`config.mk`:
```
export PLATFORM = sky130hd
export DESIGN_NAME = ifu
export DESIGN_NICKNAME = d
export VERILOG_FILES = /design/src/rtl/ifu.sv
export SDC_FILE = /design/constraint.sdc
export NUM_CORES = 1
export LEC_CHECK = 0
export ABC_CLOCK_PERIOD_IN_PS = 2550
export BUFFER_PORTS_ARGS = -buffer_cell sky130_fd_sc_hd__buf_2
export CAP_MARGIN = 0
export CELL_PAD_IN_SITES_DETAIL_PLACEMENT = 1
export CELL_PAD_IN_SITES_GLOBAL_PLACEMENT = 1
export CORE_UTILIZATION = 31
export CTS_BUF_LIST = sky130_fd_sc_hd__clkbuf_4 sky130_fd_sc_hd__clkbuf_8
export CTS_CLUSTER_DIAMETER = 100
export DETAILED_ROUTE_END_ITERATION = 10
export GPL_TIMING_DRIVEN = 0
export PLACE_DENSITY_LB_ADDON = 0.08
export SETUP_SLACK_MARGIN = 0.3
export SLEW_MARGIN = 25
export SYNTH_ARGS = -nofsm -noshare
export SYNTH_HDL_FRONTEND = slang
export SYNTH_SLANG_ARGS = --single-unit
```
`constraint.sdc`:
```
create_clock -name clk -period 2.55 [get_ports clk]
set_clock_uncertainty 0.05 [all_clocks]
set_input_delay 0.3825 -clock clk [delete_from_list [all_inputs] [get_ports clk]]
set_output_delay 0.3825 -clock clk [all_outputs]
set_load 0.02 [all_outputs]
```
`src/rtl/ifu.sv`:
```
// Instruction fetch unit: one AXI-lite read at a time from the fetch PC,
// hands the word to decode, and follows redirects (flushing any in-flight read).
module ifu #(
  parameter logic [31:0] RESET_PC = 32'h8000_0000
) (
  input  logic        clk,
  input  logic        rst,
  output logic [31:0] araddr,
  output logic        arvalid,
  input  logic        arready,
  input  logic [31:0] rdata,
  input  logic        rresp,
  input  logic        rvalid,
  output logic        rready,
  output logic [31:0] inst,
  output logic [31:0] inst_pc,
  output logic        inst_err,
  output logic        inst_valid,
  input  logic        inst_ready,
  input  logic        redirect_valid,
  input  logic [31:0] redirect_pc
);

  localparam int unsigned XLEN      = 32;
  localparam int unsigned INST_BYTES = 4;

  typedef enum logic [1:0] {
    S_IDLE = 2'd0,
    S_AR   = 2'd1,
    S_R    = 2'd2,
    S_OUT  = 2'd3
  } state_t;

  state_t            state, state_nxt;
  logic [XLEN-1:0]   pc, pc_nxt;
  logic              flush_pending, flush_pending_nxt;
  logic [XLEN-1:0]   flush_pc, flush_pc_nxt;
  logic              capture_c;

  // Next-state, next-PC and flush bookkeeping
  always_comb begin
    state_nxt         = state;
    pc_nxt            = pc;
    flush_pending_nxt = flush_pending;
    flush_pc_nxt      = flush_pc;
    capture_c         = 1'b0;
    case (state)
      S_IDLE: begin
        state_nxt = S_AR;
        if (redirect_valid) pc_nxt = redirect_pc;
      end
      S_AR: begin
        // araddr must stay stable while arvalid is up, so the target is parked
        if (redirect_valid) begin
          flush_pending_nxt = 1'b1;
          flush_pc_nxt      = redirect_pc;
        end
        if (arvalid && arready) state_nxt = S_R;
      end
      S_R: begin
        if (redirect_valid) begin
          flush_pending_nxt = 1'b1;
          flush_pc_nxt      = redirect_pc;
        end
        if (rvalid) begin
          if (redirect_valid) begin
            pc_nxt            = redirect_pc;
            flush_pending_nxt = 1'b0;
            state_nxt         = S_AR;
          end else if (flush_pending) begin
            pc_nxt            = flush_pc;
            flush_pending_nxt = 1'b0;
            state_nxt         = S_AR;
          end else begin
            capture_c = 1'b1;
            state_nxt = S_OUT;
          end
        end
      end
      S_OUT: begin
        if (redirect_valid) begin
          pc_nxt    = redirect_pc;
          state_nxt = S_AR;
        end else if (inst_ready) begin
          pc_nxt    = pc + XLEN'(INST_BYTES);
          state_nxt = S_AR;
        end
      end
      default: state_nxt = S_IDLE;
    endcase
  end

  // State, PC and flush registers
  always_ff @(posedge clk or negedge rst) begin
    if (!rst) begin
      state         <= S_IDLE;
      pc            <= RESET_PC;
      flush_pending <= 1'b0;
      flush_pc      <= '0;
    end else begin
      state         <= state_nxt;
      pc            <= pc_nxt;
      flush_pending <= flush_pending_nxt;
      flush_pc      <= flush_pc_nxt;
    end
  end

  // Registered handshake outputs, decoded from the next state
  always_ff @(posedge clk or negedge rst) begin
    if (!rst) begin
      arvalid    <= 1'b0;
      rready     <= 1'b0;
      inst_valid <= 1'b0;
      araddr     <= RESET_PC;
    end else begin
      arvalid    <= (state_nxt == S_AR);
      rready     <= (state_nxt == S_R);
      inst_valid <= (state_nxt == S_OUT);
      araddr     <= pc_nxt;
    end
  end

  // Instruction payload, loaded only for responses that will be delivered
  always_ff @(posedge clk or negedge rst) begin
    if (!rst) begin
      inst     <= '0;
      inst_pc  <= '0;
      inst_err <= 1'b0;
    end else if (capture_c) begin
      inst     <= rdata;
      inst_pc  <= pc;
      inst_err <= rresp;
    end
  end

endmodule

```
==> out/results.md, run 1 <==
| Group | Item | This run |
|:---|:---|:---|
| clocking | Clock root cell | clkbuf_8 |
| worst setup path | Slowest stage delay, CP | 0.40 ns |
| clocking | Clock tree from TritonCTS | built |
| layout | Commonest non-fill, non-tap cells in the layout | 178 x buf_2, 130 x dfrtp_1, 100 x mux2_2 |
| layout | Inserted Diodes | 0 |
| synthesis | Post-synthesis cell count | 540 |
| drt | Residual DRC | 0 |
| layout | Layout-stage area growth over the synthesis result | 30.45% |
| worst setup path | Critical Path Fanout Max | 10 |
| power and ir drop | Total power draw | 0.009588 W |
| sta | Slew at the pin closest to its max-slew limit | 0.6491 ns |
| grt | Via count of the first global-routing pass | 5796 |
| clocking | Clock insertion delay at the later pin of the skew report | 0.47 ns |
| worst setup path | Sort of element at the end of the critical path | flop |
| clocking | Max Buffers Root-to-Sink | 2 |
| clocking | Clock sinks | 135 |
| sta | Maximum clock frequency | 451.7 MHz |
| worst setup path | Required time of the critical path | 2.83 ns |
| floorplan | Core footprint | 19780 sq um |
| drt | First-iteration detailed-routing DRC count | 254 |
| clocking | Clk slew on worst S/H paths | 0.09 ns |
| worst setup path | Critical Path, Cell by Cell | inv_2 -> ha_4 -> nor2b_4 -> buf_4 -> a221oi_4 -> nand2_4 -> clkbuf_2 -> a21oi_1 -> o22ai_1 |
| layout | Total Nets Final | 819 |
| drt | Remaining antenna violation count | 0 |
| power and ir drop | Largest vdd supply drop | 0.4356 mV |
| synthesis | Mean instance size in the synthesized netlist | 11.74 sq um |
| synthesis | Area of the mapped netlist | 6341 sq um |
| drt | Via count | 5359 |
| sta | Min Hold Slack | 0.08784 ns |
| clocking | H-tree levels | 4 |
| drt | Total length of routed wires | 21270 um |
| sta | Fin crit period | 2.214 ns |
| floorplan | # rows | 51 |
| synthesis | Number of nets produced by synthesis | 619 |
| sta | Setup repair after global routing missed its margin | yes |
| placement | Detail Placement HPWL | 14860 um |
| power and ir drop | Static leakage | 4.092 nW |
| grt | Wire length of the first global-routing pass | 33000 um |
| power and ir drop | Total power divided by cell area | 1159 nW/um^2 |
| synthesis | Number of enable-type register cells in the synthesized netlist | 0 |
| layout | Commonest non-fill, non-tap cell in the layout | buf_2 |
| grt | Global-route total usage across every layer | 20.60% |
| sta | Tcrit/Tclk final | 86.82% |
| synthesis | Total of warnings raised by yosys | 0 |
| flow run | Max-cap violations | 0 |
| floorplan | Die height | 145.0 um |
| floorplan | Full die area | 21030 sq um |
| clocking | TritonCTS buffer count | 17 |
| sta | Relative slew margins | 56.39% |
| synthesis | Count of distinct cell types in the synthesized netlist | 54 |
| sta | Final Max Tran Viols | 0 |
| synthesis | Synth Register Bits | 135 |
| grt | Gr ovfl total | 0 |
| sta | Setup violation total in the final timing report | 0 |
| drt | Average wire length per cell after detail routing | 20.89 um |
| drt | Initial DRT Pass Iterations | 7 |
| placement | Final RePlAce weighted congestion | 0.8060 |
| min path | Worst hold-check path type | in -> reg |
| sta | Final Hold Viols | 0 |
| synthesis | Most common flop cell mapped by yosys | dfrtp_1 |
| sta | Min setup slack post-route | 0.3361 ns |
| drt | Vias per Instance | 5.264 |
| floorplan | Starting density of the core | 32.06% |
| worst setup path | Sort of element at the start of the critical path | flop |
| synthesis | Share of synthesized area occupied by flip-flops and latches | 53.30% |
| layout | Fill cell count | 2225 |
| floorplan | Die X | 145.0 um |
| synthesis | Share of synthesized registers carrying an async set or reset | 100.0% |
| grt | Maximum number of pins on one net before global-route repair | 86 |
| layout | Fraction of layout cells with a size suffix above 1 | 48.47% |
| run status | Result of the run | completed |
| placement | Worst setup slack before clock tree synthesis | -0.2951 ns |
| worst setup path | Cell with the biggest individual delay on the critical path | dfrtp_2 |
| placement | Input/output buffers | 169 |
| worst setup path | CP arrival | 2.50 ns |
| floorplan | I/O pin count | 171 |
| grt | Number of antenna violations at the first check in global routing | 0 |
| worst setup path | Path type of the worst setup path | reg -> reg |
| layout | Final core area utilization | 41.82% |
[synthesized netlist by cell type, types with 9 or more instances]
cell      instances  area [sq um]
nand3_1          17         85.08
and3_1            9         56.30
mux2_2          100          1126
buf_2            14         70.07
o21ai_0          30         150.1
clkbuf_1         13         48.80
nor2_1           27         101.4
a22o_1           11         96.34
a22oi_1          12         90.09
a21oi_1          17         85.08
dfrtp_1         134          3353
nand4_1          14         87.58
inv_1            11         41.29
nand2_1          28         105.1
[power by group]
| group | leakage [nW] | switching (W) | total (W) | internal, W |
|---|---|---|---|---|
| combinational | 2.13 | 0.00229 | 0.00392 | 0.00163 |
| sequential | 1.73 | 0.000742 | 0.00360 | 0.00286 |
| clock | 0.227 | 0.000935 | 0.00206 | 0.00113 |
[layout make-up]
cell class | count | area [sq um] | area share (%)
Tap cell | 265 | 331.6 | 4.008
Buffer | 33 | 219.0 | 2.647
Timing Repair Buffer | 181 | 985.9 | 11.92
Clock inverter | 13 | 193.9 | 2.345
Clock buffer | 19 | 261.5 | 3.161
Multi-Input combinational cell | 361 | 2854 | 34.50
Inverter | 11 | 41.29 | 0.4992
Sequential cell | 135 | 3385 | 40.92
[cell families after synthesis]
group                    count (synthesis)  synth area share (%)
flip-flops                             135                 53.30
buffers and inverters                   44                 2.901
AND/OR/NAND/NOR                        130                 10.85
adder cells (fa/ha/maj)                  8                 1.579
AO/OA/AOI/OAI                          121                 13.30
multiplexers                           102                 18.07
[worst max-delay path: cells and delay by family, from the launching register on]
family / cells / cell delay, ns
AO/OA/AOI/OAI: 3 / 0.68
buffers and inverters: 3 / 0.49
flip-flops: 1 / 0.40
AND/OR/NAND/NOR: 2 / 0.27
adder cells (fa/ha/maj): 1 / 0.19
[repair_timing]
item                                    in CTS  in global routing
buffers inserted                             4                  5
gates resized for setup                     36                 23
hold endpoints to repair                    50                  0
cloned                                       0                  1
pin swaps                                    1                  4
hold buffers                                 1                  0
endpoints found under the setup margin     128                 77
[layer usage]
layer	track usage, %	routed length (um)	vias to the layer above
li1	-	-	2425
met1	26.01	9234	2710
met2	33.85	10390	187
met3	4.277	1048	37
met4	9.202	599	0
met5	0	0	-
[state kept, by name (all words and copies together) (netlist names), 2 cells and up]
name      flops
araddr       32
flush_pc     32
inst         32
inst_pc      32
state         2
[final timing paths]
kind | startpoint | to | slack (ns) | cells after the start
worst min register to register | araddr[1]$_DFFE_PN0P_ | araddr[1]$_DFFE_PN0P_ | 0.46 | 2
worst max-delay path | state[0]$_DFF_PN0_ | araddr[14]$_DFFE_PN0P_ | 0.34 | 9
max in group asynchronous | rst | araddr[31]$_DFFE_PN1P_ | 1.24 | 3
min in group asynchronous | rst | araddr[12]$_DFFE_PN0P_ | 0.38 | 2
worst min-delay path | rdata[8] | inst[8]$_DFFE_PN0P_ | 0.09 | 2
worst max register to register | state[0]$_DFF_PN0_ | araddr[14]$_DFFE_PN0P_ | 0.34 | 9
[metrics by stage]
step	setup TNS, ns	cells	instance area (sq um)
after floorplan	0	540	6341
after global placement	-130.30	974	7518
after detailed placement	-4.549	975	7556
after CTS	0	1012	8152
after global routing	0	1018	8272
final	0	1018	8272
Power figures use the tool's default switching activity.
==> inputs of run 2 (changes only) <==
--- a/config.mk
+++ b/config.mk
@@ -16,6 +16,7 @@
 export DETAILED_ROUTE_END_ITERATION = 10
 export GPL_TIMING_DRIVEN = 0
 export PLACE_DENSITY_LB_ADDON = 0.08
+export REMOVE_ABC_BUFFERS = 1
 export SETUP_SLACK_MARGIN = 0.3
 export SLEW_MARGIN = 25
 export SYNTH_ARGS = -nofsm -noshare
==> out/results.md, run 2 (synthesized netlist as in run 1, its figures left out) <==
| Group | Item | This run |
|:---|:---|:---|
| drt | Via count | 5284 |
| worst setup path | Family with the most delay on the worst path | simple AND/OR/NAND/NOR gates |
| power and ir drop | Largest vdd supply drop | 0.4572 mV |
| worst setup path | Cell with the biggest individual delay on the critical path | or4_4 |
| worst setup path | Worst Reg-to-Reg Cells | 9 |
| clocking | H-tree levels | 4 |
| worst setup path | Path type of the worst setup path | reg -> reg |
| floorplan | Core footprint | 19780 sq um |
| worst setup path | Sort of element at the start of the critical path | flop |
| layout | Fraction of layout cells with a size suffix above 1 | 49.46% |
| power and ir drop | Logic pwr share | 40.6% |
| drt | Highest metal used | met4 |
| grt | Number of antenna violations at the first check in global routing | 1 |
| floorplan | I/O pin count | 171 |
| sta | Final Hold Viols | 0 |
| power and ir drop | Total power divided by cell area | 1126 nW/um^2 |
| floorplan | # rows | 51 |
| clocking | Max Buffers Root-to-Sink | 2 |
| sta | Setup violation total in the final timing report | 0 |
| worst setup path | Slowest stage delay, CP | 0.52 ns |
| power and ir drop | Clock power share | 21.0% |
| placement | Final RePlAce weighted congestion | 0.7866 |
| clocking | Clock sinks | 135 |
| drt | Initial DRT Pass Iterations | 4 |
| worst setup path | Critical Path, Cell by Cell | inv_2 -> ha_4 -> nor2b_4 -> buf_8 -> a221oi_4 -> buf_12 -> nand2_8 -> or4_4 -> nand4_1 |
| drt | Vias per Instance | 5.221 |
| layout | Commonest non-fill, non-tap cell in the layout | buf_2 |
| worst setup path | Critical Path Fanout Max | 8 |
| worst setup path | Required time of the critical path | 2.89 ns |
| floorplan | Die X | 145.0 um |
| sta | Fin crit period | 2.188 ns |
| clocking | Clock insertion delay at the later pin of the skew report | 0.45 ns |
| flow run | Max-cap violations | 0 |
| placement | Cell count after placement | 948 |
| drt | Remaining antenna violation count | 0 |
| drt | Average wire length per cell after detail routing | 19.90 um |
| grt | Global-route total usage across every layer | 20.00% |
| grt | Maximum number of pins on one net before global-route repair | 86 |
| drt | Routed length on met3 | 894 um |
| drt | Residual DRC | 0 |
| sta | Min Hold Slack | 0.1127 ns |
| power and ir drop | Static leakage | 4.121 nW |
| sta | Final Max Tran Viols | 0 |
| sta | Maximum clock frequency | 457.0 MHz |
| sta | Relative slew margins | 64.08% |
| layout | Register Area | 3385 sq um |
| power and ir drop | Switching share of power | 40.96% |
| placement | Detail Placement HPWL | 12740 um |
| layout | Commonest non-fill, non-tap cells in the layout | 169 x buf_2, 130 x dfrtp_1, 100 x mux2_2 |
| drt | First-iteration detailed-routing DRC count | 218 |
| drt | Amount of wire on met2 after detailed routing | 9519 um |
| clocking | Clock root cell | clkbuf_8 |
| clocking | Clk slew on worst S/H paths | 0.08 ns |
| power and ir drop | Net switching power | 0.003868 W |
| worst setup path | CP arrival | 2.53 ns |
| grt | Wire length of the first global-routing pass | 32750 um |
| floorplan | Starting density of the core | 32.06% |
| sta | Tcrit/Tclk final | 85.81% |
| drt | Total length of routed wires | 20140 um |
| layout | Final cell count without fillers | 1012 |
| worst setup path | Sort of element at the end of the critical path | flop |
| clocking | Clock tree from TritonCTS | built |
| min path | Hold path depth | 2 |
| clocking | TritonCTS buffer count | 17 |
| sta | Slew at the pin closest to its max-slew limit | 0.5347 ns |
| layout | Fill cell count | 2162 |
| worst setup path | Critical path depth in cells | 9 |
| grt | Via count of the first global-routing pass | 5720 |
| layout | Area of the multi-input gates | 2943 sq um |
| drt | Metal-1 WL | 9263 um |
| floorplan | Die height | 145.0 um |
| layout | Layout-stage area growth over the synthesis result | 32.26% |
| run status | Result of the run | completed |
| power and ir drop | Seq pwr share | 38.3% |
| layout | Final core area utilization | 42.40% |
| grt | Gr ovfl total | 0 |
| placement | Input/output buffers | 170 |
| min path | Worst hold-check path type | in -> reg |
| floorplan | Full die area | 21030 sq um |
| layout | Total Nets Final | 812 |
| sta | Setup repair after global routing missed its margin | yes |
| worst setup path | Buf/Inv on CP | 3 |
| power and ir drop | Internal power contribution | 0.005575 W |
[run 2: power by group through the flow]
stage,Clock [W],Combinational [W],Sequential (W)
4_1_cts,0.00206,0.00373,0.00362
3_5_place_dp,0,0.00337,0.00367
5_1_grt,0.00214,0.00417,0.00376
3_3_place_gp,0,0.00320,0.00361
2_1_floorplan,0,0.00171,0.00393
6_report,0.00199,0.00384,0.00362
[run 2: per-stage QoR]
| step | setup TNS (ns) | total power (W) | setup WS [ns] | cell area [sq um] |
|---|---|---|---|---|
| after floorplan | -110.87 | 0.005633 | -1.427 | 6198 |
| after global placement | -480.12 | 0.006811 | -4.026 | 7381 |
| after detailed placement | -46.50 | 0.007039 | -0.7780 | 7579 |
| after CTS | 0 | 0.009406 | 0.3085 | 8274 |
| after global routing | 0 | 0.01006 | 0.2803 | 8384 |
| final | 0 | 0.009443 | 0.3617 | 8387 |
[run 2: final cells by class]
type,instances,area share [%]
clock inverter,10,1.686
multi-input combinational,365,35.09
timing repair buffer,203,14.78
tap,265,3.953
antenna,1,0.02984
clock buffer,22,3.610
inverter,11,0.4923
sequential,135,40.36
[run 2: path summary, 6_finish.rpt]
check                                         from                 endpoint  slack [ns]
hold / removal                           rdata[29]     inst[29]$_DFFE_PN0P_        0.11
hold reg to reg            inst_pc[29]$_DFFE_PN0P_  inst_pc[29]$_DFFE_PN0P_        0.45
setup / recovery                state[0]$_DFF_PN0_   araddr[31]$_DFFE_PN1P_        0.36
setup reg to reg                state[0]$_DFF_PN0_   araddr[31]$_DFFE_PN1P_        0.36
max in group asynchronous                      rst    araddr[8]$_DFFE_PN0P_        1.27
min in group asynchronous                      rst    araddr[1]$_DFFE_PN0P_        0.38
[run 2: worst reg2reg max path, stage by stage, from the launching register on]
cell,delay [ns]
dfrtp_2,0.39
inv_2,0.07
ha_4,0.17
nor2b_4,0.14
buf_8,0.16
a221oi_4,0.28
buf_12,0.17
nand2_8,0.08
or4_4,0.52
nand4_1,0.08
[run 2: what timing repair did]
| action | in CTS | in global routing |
|---|---|---|
| endpoints found under the hold margin | 50 | 0 |
| setup endpoints to repair | 101 | 25 |
| hold buffers | 1 | 0 |
| buffers inserted | 17 | 9 |
| cloned | 3 | 1 |
| pin swaps | 5 | 5 |
| resized for setup | 17 | 10 |
[run 2: per-layer routing]
metal | global-route usage [%] | vias to the layer above
li1 | - | 2412
met1 | 26.02 | 2678
met2 | 32.50 | 166
met3 | 4.245 | 28
met4 | 7.500 | 0
met5 | 0 | -
==> inputs of run 3 (changes only) <==
--- a/config.mk
+++ b/config.mk
@@ -10,12 +10,15 @@
 export CAP_MARGIN = 0
 export CELL_PAD_IN_SITES_DETAIL_PLACEMENT = 1
 export CELL_PAD_IN_SITES_GLOBAL_PLACEMENT = 1
+export CORE_ASPECT_RATIO = 0.9
+export CORE_MARGIN = 3
 export CORE_UTILIZATION = 31
 export CTS_BUF_LIST = sky130_fd_sc_hd__clkbuf_4 sky130_fd_sc_hd__clkbuf_8
 export CTS_CLUSTER_DIAMETER = 100
 export DETAILED_ROUTE_END_ITERATION = 10
 export GPL_TIMING_DRIVEN = 0
 export PLACE_DENSITY_LB_ADDON = 0.08
+export RECOVER_POWER = 100
 export REMOVE_ABC_BUFFERS = 1
 export SETUP_SLACK_MARGIN = 0.3
 export SLEW_MARGIN = 25
==> out/results.md, run 3 (synthesized netlist as in run 1, its figures left out) <==
| Group | Item | This run |
|:---|:---|:---|
| run status | Result of the run | finished, violations left |
| run status | Failing checks | capacitance limit, slew limit |
| sta | Tcrit/Tclk final | 90.05% |
| worst setup path | Family with the most delay on the worst path | compound AO/OA/AOI/OAI gates |
| grt | Number of antenna violations at the first check in global routing | 2 |
| drt | Average wire length per cell after detail routing | 21.19 um |
| layout | Layout-stage area growth over the synthesis result | 28.53% |
| drt | Initial DRT Pass Iterations | 5 |
| layout | Commonest non-fill, non-tap cells in the layout | 133 x dfrtp_1, 100 x mux2_2, 98 x clkbuf_1 |
| worst setup path | Cell with the biggest individual delay on the critical path | dfrtp_1 |
| worst setup path | Sort of element at the end of the critical path | flop |
| flow run | Max-cap violations | 1 |
| sta | Setup violation total in the final timing report | 0 |
| worst setup path | CP arrival | 2.59 ns |
| power and ir drop | Total power draw | 0.009276 W |
| drt | Total length of routed wires | 21090 um |
| clocking | Max Buffers Root-to-Sink | 2 |
| placement | Placed Area | 7560 sq um |
| clocking | Clock sinks | 135 |
| power and ir drop | Static leakage | 3.711 nW |
| worst setup path | Sort of element at the start of the critical path | flop |
| worst setup path | Buf/Inv on CP | 2 |
| grt | Wire length of the first global-routing pass | 32950 um |
| sta | Min Hold Slack | 0.09631 ns |
| worst setup path | Slowest stage delay, CP | 0.46 ns |
| min path | Worst hold-check path type | in -> reg |
| layout | Commonest non-fill, non-tap cell in the layout | dfrtp_1 |
| drt | Vias per Instance | 5.413 |
| grt | Gr ovfl total | 0 |
| floorplan | Die X | 156.8 um |
| power and ir drop | Total power divided by cell area | 1138 nW/um^2 |
| sta | Maximum clock frequency | 435.5 MHz |
| sta | Final Hold Viols | 0 |
| layout | Fill cell count | 2186 |
| placement | Detail Placement HPWL | 13530 um |
| sta | Fin crit period | 2.296 ns |
| floorplan | # rows | 48 |
| drt | Remaining antenna violation count | 0 |
| sta | Setup repair after global routing missed its margin | yes |
| layout | Register Area | 3381 sq um |
| worst setup path | Path type of the worst setup path | reg -> reg |
| clocking | Clock root cell | clkbuf_8 |
| power and ir drop | Largest vdd supply drop | 0.3992 mV |
| sta | Final Max Tran Viols | 59 |
| grt | Via count of the first global-routing pass | 5746 |
| floorplan | Core footprint | 19640 sq um |
| layout | Total Nets Final | 810 |
| clocking | Clk slew on worst S/H paths | 0.09 ns |
| floorplan | Die height | 141.7 um |
| sta | Slew at the pin closest to its max-slew limit | 1.515 ns |
| grt | Maximum number of pins on one net before global-route repair | 78 |
| clocking | TritonCTS buffer count | 17 |
| placement | Input/output buffers | 170 |
| clocking | Clock tree from TritonCTS | built |
| drt | First-iteration detailed-routing DRC count | 285 |
| drt | Residual DRC | 0 |
| layout | Final core area utilization | 41.50% |
| floorplan | Full die area | 22210 sq um |
| sta | Relative slew margins | -0.9790% |
| clocking | H-tree levels | 4 |
| grt | Global-route total usage across every layer | 19.23% |
| layout | Area of the multi-input gates | 2935 sq um |
| sta | Sum of negative setup slack | 0 ns |
| worst setup path | Critical Path, Cell by Cell | inv_1 -> ha_4 -> nor2b_4 -> a221oi_4 -> buf_4 -> and2_4 -> o21ai_0 -> a22o_1 |
| floorplan | I/O pin count | 171 |
| drt | Via count | 5386 |
| layout | Fraction of layout cells with a size suffix above 1 | 35.22% |
| layout | Post-route standard cell area excluding fillers | 8150 sq um |
| clocking | Clock insertion delay at the later pin of the skew report | 0.46 ns |
| worst setup path | Critical Path Fanout Max | 7 |
| worst setup path | Required time of the critical path | 2.84 ns |
| floorplan | Starting density of the core | 32.29% |
| placement | Final RePlAce weighted congestion | 0.7549 |
## run 3: power by group
group          switching, W  internal [W]
logic               0.00225       0.00145
registers          0.000768       0.00285
clock network      0.000924       0.00103
## run 3: through the flow
step	std cells	setup WS, ns
floorplan	507	-1.427
global placement	927	-4.204
detailed placement	933	-0.5384
CTS	987	0.3039
global route	995	0.1563
finish	995	0.2538
## run 3: worst paths after layout
| kind | start | to | slack, ns | cells after the start |
|---|---|---|---|---|
| max | state[0]$_DFF_PN0_ | araddr[12]$_DFFE_PN0P_ | 0.25 | 8 |
| min reg2reg | inst_pc[29]$_DFFE_PN0P_ | inst_pc[29]$_DFFE_PN0P_ | 0.46 | 1 |
| max reg2reg | state[0]$_DFF_PN0_ | araddr[12]$_DFFE_PN0P_ | 0.25 | 8 |
| min in group asynchronous | rst | inst[20]$_DFFE_PN0P_ | 0.76 | 2 |
| min | rdata[5] | inst[5]$_DFFE_PN0P_ | 0.1 | 2 |
| max in group asynchronous | rst | flush_pc[24]$_DFFE_PN0P_ | 0.59 | 3 |
## run 3: worst register-to-register path, stage by stage (launching register included)
cell and delay (ns):
dfrtp_1 0.46, inv_1 0.16, ha_4 0.20, nor2b_4 0.16
a221oi_4 0.35, buf_4 0.20, and2_4 0.24, o21ai_0 0.12
a22o_1 0.25
## run 3: layer usage
| metal | share of wire, % | up-vias | GRT usage [%] |
|---|---|---|---|
| met1 | 46 | 2809 | 25.90 |
| met2 | 49 | 134 | 31.39 |
| met4 | 1.2 | 2 | 5.205 |
| li1 | - | 2419 | - |
| met3 | 4.4 | 22 | 4.178 |
| met5 | 0.033 | - | 0 |
## run 3: layout make-up
class                      instances  share of cell area (%)
sequential                       135                   41.48
clock buffer                      19                   3.208
multi-input combinational        365                   36.01
tap                              250                   3.838
clock inverter                    13                   2.088
inverter                          11                  0.5066
timing repair buffer             201                   12.83
antenna                            1                 0.03070
## run 3: what timing repair did
item | CTS | global route
cloned | 3 | 1
gates resized for setup | 15 | 12
endpoints found under the hold margin | 58 | 0
setup buffers | 18 | 6
pin swaps | 4 | 2
hold buffers | 1 | 0
setup endpoints to repair | 101 | 89
